File: src/rtl/mc_ctrl_pkg.sv
// Shared encodings for the multi-cycle control sequencer, the datapath muxes and ALU control.
package mc_ctrl_pkg;

  typedef enum logic [2:0] {
    S_FETCH  = 3'd0,
    S_DECODE = 3'd1,
    S_EXEC   = 3'd2,
    S_MEM    = 3'd3,
    S_WB     = 3'd4,
    S_TRAP   = 3'd5
  } state_e;

  localparam logic [6:0] OPC_LUI    = 7'b0110111;
  localparam logic [6:0] OPC_AUIPC  = 7'b0010111;
  localparam logic [6:0] OPC_JAL    = 7'b1101111;
  localparam logic [6:0] OPC_OPIMM  = 7'b0010011;
  localparam logic [6:0] OPC_OP     = 7'b0110011;
  localparam logic [6:0] OPC_LOAD   = 7'b0000011;
  localparam logic [6:0] OPC_STORE  = 7'b0100011;
  localparam logic [6:0] OPC_BRANCH = 7'b1100011;

  typedef enum logic [3:0] {
    CLS_LUI, CLS_AUIPC, CLS_JAL, CLS_OPIMM, CLS_OP,
    CLS_LOAD, CLS_STORE, CLS_BRANCH, CLS_ILLEGAL
  } opc_class_e;

  localparam logic [1:0] ALU_ADD    = 2'b00;
  localparam logic [1:0] ALU_SUB    = 2'b01;
  localparam logic [1:0] ALU_RFUNCT = 2'b10;
  localparam logic [1:0] ALU_IFUNCT = 2'b11;

  localparam logic [1:0] WB_ALU  = 2'b00;
  localparam logic [1:0] WB_IMM  = 2'b01;
  localparam logic [1:0] WB_MEM  = 2'b10;
  localparam logic [1:0] WB_LINK = 2'b11;

  localparam logic PC_PLUS4 = 1'b0;
  localparam logic PC_ALU   = 1'b1;

  function automatic opc_class_e classify(input logic [6:0] opc);
    case (opc)
      OPC_LUI:    classify = CLS_LUI;
      OPC_AUIPC:  classify = CLS_AUIPC;
      OPC_JAL:    classify = CLS_JAL;
      OPC_OPIMM:  classify = CLS_OPIMM;
      OPC_OP:     classify = CLS_OP;
      OPC_LOAD:   classify = CLS_LOAD;
      OPC_STORE:  classify = CLS_STORE;
      OPC_BRANCH: classify = CLS_BRANCH;
      default:    classify = CLS_ILLEGAL;
    endcase
  endfunction

endpackage

File: src/rtl/mc_mem_timeout.sv
// Counts consecutive stalled memory-request cycles; expired flags the last
// tolerated stall cycle so the sequencer can trap on the following edge.
module mc_mem_timeout #(
  parameter int MEM_TIMEOUT = 16,
  parameter int TO_W        = 8
) (
  input  logic clk,
  input  logic rst_n,
  input  logic req,
  input  logic ready,
  input  logic state_change,
  output logic expired
);

  logic [TO_W-1:0] cnt_q, cnt_d;

  // A ready in the same cycle completes the access, so it masks expiry.
  assign expired = req && !ready && (cnt_q >= TO_W'(MEM_TIMEOUT - 1));

  always_comb begin
    cnt_d = cnt_q;
    if (ready || state_change || !req) cnt_d = '0;
    else if (!expired)                 cnt_d = cnt_q + TO_W'(1);
  end

  always_ff @(posedge clk) begin
    if (!rst_n) cnt_q <= '0;
    else        cnt_q <= cnt_d;
  end

endmodule

File: src/rtl/mc_ctrl_seq.sv
// Multi-cycle RV32 control sequencer: FETCH/DECODE/EXEC/MEM/WB with memory handshake.
// Optional MC_CTRL_SEQ_PERF_EN adds retired_cnt / cycle_cnt performance counters.
module mc_ctrl_seq
  import mc_ctrl_pkg::*;
#(
  parameter int MEM_TIMEOUT = 16,
  parameter int TO_W        = 8
) (
  input  logic        clk,
  input  logic        rst_n,
  input  logic [6:0]  opcode,
  input  logic        branch_taken,
  input  logic        mem_ready,
  output logic        mem_req,
  output logic        mem_we,
  output logic        addr_sel,
  output logic        ir_write,
  output logic        pc_write,
  output logic        pc_src,
  output logic [1:0]  alu_op,
  output logic        alu_src,
  output logic [1:0]  wb_sel,
  output logic        reg_write,
  output logic        trap,
`ifdef MC_CTRL_SEQ_PERF_EN
  output logic [31:0] retired_cnt,
  output logic [31:0] cycle_cnt,
`endif
  output logic [2:0]  state
);

  state_e     state_q, state_d;
  opc_class_e cls_q, cls_d;
  logic       expired;
  logic       state_change;

  assign state_change = (state_d != state_q);
  assign state        = state_q;

  mc_mem_timeout #(.MEM_TIMEOUT(MEM_TIMEOUT), .TO_W(TO_W)) u_timeout (
    .clk          (clk),
    .rst_n        (rst_n),
    .req          (mem_req),
    .ready        (mem_ready),
    .state_change (state_change),
    .expired      (expired)
  );

  always_comb begin
    state_d = state_q;
    cls_d   = cls_q;
    case (state_q)
      S_FETCH: begin
        if (mem_ready)    state_d = S_DECODE;
        else if (expired) state_d = S_TRAP;
      end
      S_DECODE: begin
        cls_d   = classify(opcode);
        state_d = (cls_d == CLS_ILLEGAL) ? S_TRAP : S_EXEC;
      end
      S_EXEC: begin
        case (cls_q)
          CLS_BRANCH:          state_d = S_FETCH;
          CLS_LOAD, CLS_STORE: state_d = S_MEM;
          default:             state_d = S_WB;
        endcase
      end
      S_MEM: begin
        if (mem_ready)    state_d = (cls_q == CLS_STORE) ? S_FETCH : S_WB;
        else if (expired) state_d = S_TRAP;
      end
      S_WB:    state_d = S_FETCH;
      default: state_d = S_TRAP;
    endcase
  end

  always_ff @(posedge clk) begin
    if (!rst_n) begin
      state_q <= S_FETCH;
      cls_q   <= CLS_ILLEGAL;
    end else begin
      state_q <= state_d;
      cls_q   <= cls_d;
    end
  end

  // Moore decode of state and latched class; only FETCH and EXEC/BRANCH look at inputs.
  always_comb begin
    mem_req   = 1'b0;
    mem_we    = 1'b0;
    addr_sel  = 1'b0;
    ir_write  = 1'b0;
    pc_write  = 1'b0;
    pc_src    = PC_PLUS4;
    alu_op    = ALU_ADD;
    alu_src   = 1'b0;
    wb_sel    = WB_ALU;
    reg_write = 1'b0;
    trap      = 1'b0;
    case (state_q)
      S_FETCH: begin
        mem_req  = 1'b1;
        ir_write = mem_ready;
        pc_write = mem_ready;
      end
      S_EXEC: begin
        case (cls_q)
          CLS_OP:    alu_op = ALU_RFUNCT;
          CLS_OPIMM: begin alu_op = ALU_IFUNCT; alu_src = 1'b1; end
          CLS_LOAD, CLS_STORE, CLS_AUIPC: alu_src = 1'b1;
          CLS_JAL: begin
            alu_src  = 1'b1;
            pc_write = 1'b1;
            pc_src   = PC_ALU;
          end
          CLS_BRANCH: begin
            alu_op   = ALU_SUB;
            pc_write = branch_taken;
            pc_src   = PC_ALU;
          end
          default: ;
        endcase
      end
      S_MEM: begin
        mem_req  = 1'b1;
        addr_sel = 1'b1;
        mem_we   = (cls_q == CLS_STORE);
        alu_src  = 1'b1;
      end
      S_WB: begin
        reg_write = 1'b1;
        case (cls_q)
          CLS_LUI:  wb_sel = WB_IMM;
          CLS_LOAD: wb_sel = WB_MEM;
          CLS_JAL:  wb_sel = WB_LINK;
          default:  wb_sel = WB_ALU;
        endcase
      end
      S_TRAP:  trap = 1'b1;
      default: ;
    endcase
  end

`ifdef MC_CTRL_SEQ_PERF_EN
  logic [31:0] retired_q, cycle_q;
  logic        retire;

  // An instruction retires on its final cycle, whichever state that is.
  assign retire = (state_q == S_WB)
               || (state_q == S_MEM  && cls_q == CLS_STORE && mem_ready)
               || (state_q == S_EXEC && cls_q == CLS_BRANCH);

  always_ff @(posedge clk) begin
    if (!rst_n) begin
      retired_q <= '0;
      cycle_q   <= '0;
    end else begin
      if (state_q != S_TRAP) cycle_q   <= cycle_q + 32'd1;
      if (retire)            retired_q <= retired_q + 32'd1;
    end
  end

  assign retired_cnt = retired_q;
  assign cycle_cnt   = cycle_q;
`endif

endmodule

File: config.mk
export PLATFORM = sky130hd
export DESIGN_NAME = mc_ctrl_seq
export DESIGN_NICKNAME = d
export VERILOG_FILES = /design/src/rtl/mc_ctrl_pkg.sv /design/src/rtl/mc_mem_timeout.sv /design/src/rtl/mc_ctrl_seq.sv
export SDC_FILE = /design/constraint.sdc
export NUM_CORES = 1
export LEC_CHECK = 0
export CAP_MARGIN = 10
export CORE_MARGIN = 2
export CORE_UTILIZATION = 51
export CTS_CLUSTER_DIAMETER = 50
export CTS_CLUSTER_SIZE = 8
export DETAILED_ROUTE_END_ITERATION = 10
export GPL_ROUTABILITY_DRIVEN = 1
export HOLD_SLACK_MARGIN = 0.08
export PLACE_DENSITY = 0.83
export SLEW_MARGIN = 20
export SYNTH_ARGS = -nofsm -noshare
export SYNTH_HDL_FRONTEND = slang
export SYNTH_SLANG_ARGS = --single-unit
File: constraint.sdc
create_clock -name clk -period 3.33 [get_ports clk]
set_input_delay 0.666 -clock clk [delete_from_list [all_inputs] [get_ports clk]]
set_output_delay 0.666 -clock clk [all_outputs]
set_load 0.005 [all_outputs]
Yosys cells after proc, flatten, opt, wreduce, memory -nomap -nowiden:

Cells that the tools add are included.

* add/subtract/negate cells: 1
* magnitude comparators: 1
* equality and inequality tests: 22
* mux-type cells: 25
* bitwise gates (word level): 1
* reduce and logical (&&, ||, !) cells: 13

Operators with widths (number)
* case mux 4 bit (8 select lines): 1
* == test 7 x 6 -> 1 bit (second input constant): 3
* == test 4 x 3 -> 1 bit (second input constant): 4
* two-way mux 3 bit: 5
* case mux 3 bit (5 select lines): 1
* == test 7 x 5 -> 1 bit (second input constant): 2
* == test 7 bit (second input constant): 2
* case mux 2 bit (3 select lines): 2
* two-way mux 1 bit: 9
* adder 8 x 1 -> 8 bit (second input constant): 1
* == test 4 x 2 -> 1 bit (second input constant): 2
* greater-or-equal comparator 8 x 4 -> 1 bit (second input constant): 1
* OR reduction 2 bit: 4
* == test 7 x 2 -> 1 bit (second input constant): 1
* == test 3 x 2 -> 1 bit (second input constant): 2
* == test 3 bit (second input constant): 2
* case mux 1 bit (2 select lines): 3
* case mux 3 bit (2 select lines): 1
* OR reduction 5 bit: 1
* == test 4 x 1 -> 1 bit (second input constant): 1
* == test 4 bit (second input constant): 1
* zero test 4 bit: 1
* two-way mux 2 bit: 2
* two-way mux 4 bit: 1
* other kinds (7): 10

* bits in registers: 15
* bits of input ports: 11
* output and inout bits: 16
* word-level logic and storage cells: 66

Logic depth before layout (Yosys ltp):

* depth in word-level cells: 12
* depth in mapped cells: 5
* depth with buffers taken out: 5

Modules after synthesis:

Synthesis repeated with hierarchy kept, for this count alone.

* cell total of the unflattened synthesis: 141
* area, all modules: 1034.7 um2

By module, submodules not included
* mc_ctrl_seq: instances 1, cells each 105, area each 686.9 um2, sequential area each 140.1 um2
* mc_mem_timeout: instances 1, cells each 36, area each 347.8 um2, sequential area each 160.2 um2

Worst setup path after synthesis:

OpenSTA, ideal clock, no wires.

* path type: flip-flop to output port
* start: register cls_q[0]
* end: output port alu_op[1]
* arrival: 1.232 ns
* data required time: 2.664 ns
* slack: 1.432 ns
* stages on the path, launching flop included: 5
* path buffers: 1
* cells stage by stage: dfxtp_1 -> clkbuf_1 -> inv_2 -> or3_1 -> a21boi_1

* cells in the longest elaborated chain, start to end: 3
* elaborated cells on any way between the ends: 5
* those cells by class: eq/ne: 3; mux: 2

RTL lines
* from (decl): line mc_ctrl_seq.sv:33 `opc_class_e cls_q, cls_d;`
* from (signal assigned): line mc_ctrl_seq.sv:83 `cls_q <= cls_d;`
* == test 4 x 3 -> 1 bit or == test 4 x 2 -> 1 bit (tied branches): line mc_ctrl_seq.sv:107 `case (cls_q)`
* case mux 2 bit (3 select lines) *: line mc_ctrl_seq.sv:107
* two-way mux 2 bit *: line mc_ctrl_seq.sv:100 `case (state_q)`
* to (decl): line mc_ctrl_seq.sv:20 `output logic [1:0] alu_op,`

Mark *: on every way between the ends. The rest lies on a longest branch, timed or not.

Worst setup path in the final report:

* start: input port mem_ready
* end: output port pc_write

* cells in the longest elaborated chain, start to end: 1

RTL lines
* from (decl): line mc_ctrl_seq.sv:13 `input logic mem_ready,`
* case mux 1 bit (2 select lines): line mc_ctrl_seq.sv:100
* to (decl): line mc_ctrl_seq.sv:18 `output logic pc_write,`

No other way between the ends.

==> metrics.md <==
| Metric | Value |
|---|---|
| Max-slew violations | `0` |
| Sum Neg Setup Slack | `0 ns` |
| Startpoint Class | `input port` |
| Gp weighted congestion | `roughly 0.9` |
| Hold Path Class | `reg2reg` |
| Worst-Skew Late Latency | `0.28 ns` |
| GRT Total Usage | `about a fifth` |
| Reg2reg start | `state[0]` |
| Worst Hold Depth | `2` |
| Sequential Area | `between 300 and 400 um^2` |
| Fin. Hold Viols | `0` |
| VDD IR-drop max | `0.000346 V` |
| Reg2Reg Setup Slack | `1.47 ns` |
| P&R area growth vs syn | `30.1%` |
| H-tree Lvls | `1` |
| Setup violators final | `0` |
| Final Skew | `0.00275 ns` |
| Max Buffers Root-to-Sink | `2` |
| Drt wl/cell | `about 12 um` |
| Final period util | `86.9%` |
| CTS resizes | `0` |
| Antenna viol nets, final | `0` |
| First-pass DRT Iterations | `4` |
| Worst Path Class, Setup | `in2out` |
| Routed WL | `2300 um` |
| Mapped Area | `1020 um^2` |
| Die extent in x | `48.7 um` |
| DR iter-0 viols | `39` |
| Multi-input gate area | `668 um^2` |
| Finished layout cell area | `1320 um^2` |
| Vias in the first global route | `862` |
| Filler Cell Count | `171` |
| P per Cell Area | `313 nW/um^2` |
| Antenna violations before repair | `0` |
| Fraction of registers with async set/reset | `0%` |
| CTS root buffer | `clkbuf_4` |
| First-pass GRT wire length | `3800 um` |
| N_diodes | `0` |
| Crit path arrival time | `~2.2 ns` |
| Core Box Area | `slightly below 2000 um^2` |
| Reg2Reg Depth | `4` |
| EDFF count, synth | `0` |
| Post-CTS setup repair buffer count | `0` |
| Distinct cell type count after synthesis | `45` |
| Critical Path Max Stage Delay | `0.62 ns` |
| Worst Setup SP | `mem_ready` |
| Grt total ovfl | `0` |
| Die ar. | `between 2000 and 2500 um^2` |
| Core Rows | `16` |
| Yosys reg bits | `15` |
| Yosys warns | `0` |
| Tightest Pin Transition | `between 0.5 and 0.6 ns` |
| Period minus WS final | `2.89 ns` |
| Hold endpoint | `u_timeout.cnt_q[2]` |
| Vias | `about 1000` |
| CP dominant cell by count | `clkdlybuf4s50_1` |
| Crit-path cells | `clkdlybuf4s50_1 -> nand2b_1 -> nor3_1 -> a31o_1 -> clkdlybuf4s50_1` |
| I/O pins | `27` |
| Port bufs | `26` |
| Status | `finished clean` |
| Largest net degree at the start of global routing | `16` |
| Sequential fraction of the synthesis area | `29.5%` |
| Initial core utilization | `52.9%` |
| # hold bufs at CTS | `0` |
| Total CTS buffers | `3` |
| Unrepaired setup endpoints after global routing | `no` |
| Layout cell share with drive strength beyond 1 | `6.96%` |
| R2r endpoint | `u_timeout.cnt_q[3]` |
| Hpwl dp | `approximately 1800 um` |
| Primary FF master, synth | `dfxtp_1` |
| CP Max Fanout | `7` |
| F_max | `346 MHz` |
| Placed cell areas | `1300 um^2` |
| Max-Cap Viols | `0` |
| Relative slew slack | `around 64%` |
| DRC errors left | `0` |
| Worst EP required | `2.66 ns` |
| DR vias/cell | `approximately 5.6` |
| Register clock-pin slew on the reported worst setup and hold paths | `~0.09 ns` |
| Syn Inst Count | `132` |
| Die Ht | `between 40 and 50 um` |
| Static leakage | `about 0.47 nW` |
| CTS tree | `built` |
| Hold path start | `u_timeout.cnt_q[2]` |
| Mapped Avg Cell Area | `7.71 um^2` |
| Clock tree sinks | `15` |
| Critical path endpoint category | `primary output` |
| Final nets | `171` |
| Slowest CP cell | `clkdlybuf4s50_1` |
-- cell usage after synthesis (all sizes together) (2+ instances only) --
library cell | count | area (um^2)
clkbuf | 7 | 26.3
or3 | 4 | 25.0
nand3b | 2 | 15.0
nor3b | 2 | 15.0
nor2 | 13 | 48.8
a21oi | 6 | 30.0
a21boi | 5 | 37.5
a2111oi | 2 | 36.3
nand2b | 9 | 56.3
inv | 9 | 33.8
dfxtp | 15 | 300
o2111ai | 2 | 17.5
nor4 | 2 | 27.5
xor2 | 3 | 26.3
nand3 | 8 | 45.0
nand2 | 8 | 30.0
nor3 | 7 | 35.0
o21ai | 7 | 35.0
-- sequential cells by signal, indices dropped and copies added (netlist names) --
name,flops
u_timeout.cnt_q,8
cls_q,4
state,3
-- layer usage --
| layer | track usage, % | up-vias | part of all wire (%) |
|---|---|---|---|
| met5 | 0 | - | 0 |
| met4 | 7.14 | 0 | 1.0 |
| met3 | 4.01 | 2 | 6.4 |
| met2 | 33.8 | 39 | 47 |
| met1 | 26.3 | 470 | 45 |
| li1 | - | 531 | - |
-- critical path: cells and delay by family --
family,cells,cell delay (ns)
AO/OA/AOI/OAI,1,0.14
buffers and inverters,2,1.11
AND/OR/NAND/NOR,2,0.31
-- how the worst max path moves through the flow --
stage               slack [ns]         to  cells after the start
finish                    0.44   pc_write                      5
global route              0.33   pc_write                      5
global placement          0.47   pc_write                      5
CTS                       0.43   pc_write                      5
detailed placement        0.44   pc_write                      5
floorplan                 1.43  alu_op[1]                      4
-- cells by family after synthesis --
family                     Yosys count  synth area share [%]
other                                1                 0.369
adders and majority gates            1                  1.23
AOI/OAI and AO/OA                   35                  26.2
DFF                                 15                  29.5
and+or+nand+nor                     59                  32.3
muxes                                1                 0.984
xor gates and xnor gates             4                  3.44
buffers and inverters               16                  5.90
-- placed cells by master (no fill, tap or decap), drive strengths merged, types with 2 or more instances in the layout --
cell | synthesis | final
clkbuf | 7 | 3
nor2 | 13 | 13
o21ai | 7 | 7
a21boi | 5 | 5
a21oi | 6 | 6
nor3b | 2 | 2
nand3 | 8 | 8
a2111oi | 2 | 2
inv | 9 | 9
nor4 | 2 | 2
conb | 1 | 4
or3 | 4 | 4
clkdlybuf4s50 | 0 | 26
nand2b | 9 | 9
nand2 | 8 | 8
xor2 | 3 | 3
nor3 | 7 | 7
dfxtp | 15 | 15
nand3b | 2 | 2
o2111ai | 2 | 2
-- cell type report --
cell class / instances / area share, %
Inverter: 9 / 2.55
Tap cell: 27 / 2.55
Sequential cell: 15 / 22.7
Clock inverter: 1 / 0.378
Timing Repair Buffer: 26 / 19.7
Clock buffer: 3 / 1.70
Multi-Input combinational cell: 104 / 50.5
-- stage by stage --
stage | setup slack (ns) | instances | power [mW] | util, % | hold WS (ns)
detailed placement | 0.443 | 181 | 0.314 | 67.4 | 0.510
CTS | 0.433 | 185 | 0.417 | 68.9 | 0.526
floorplan | 1.43 | 135 | 0.263 | - | 0.470
finish | 0.437 | 185 | 0.414 | 68.9 | 0.523
global route | 0.327 | 185 | 0.440 | 68.9 | 0.561
global placement | 0.468 | 181 | 0.310 | 67.4 | 0.483
-- report_power, final --
group          switching [mW]  internal, mW  leakage [nW]
clock network          0.0590        0.0446        0.0177
registers              0.0182         0.187         0.123
logic                  0.0481        0.0579         0.330
total                   0.125         0.289         0.471
(Power assumes the default switching activity.)
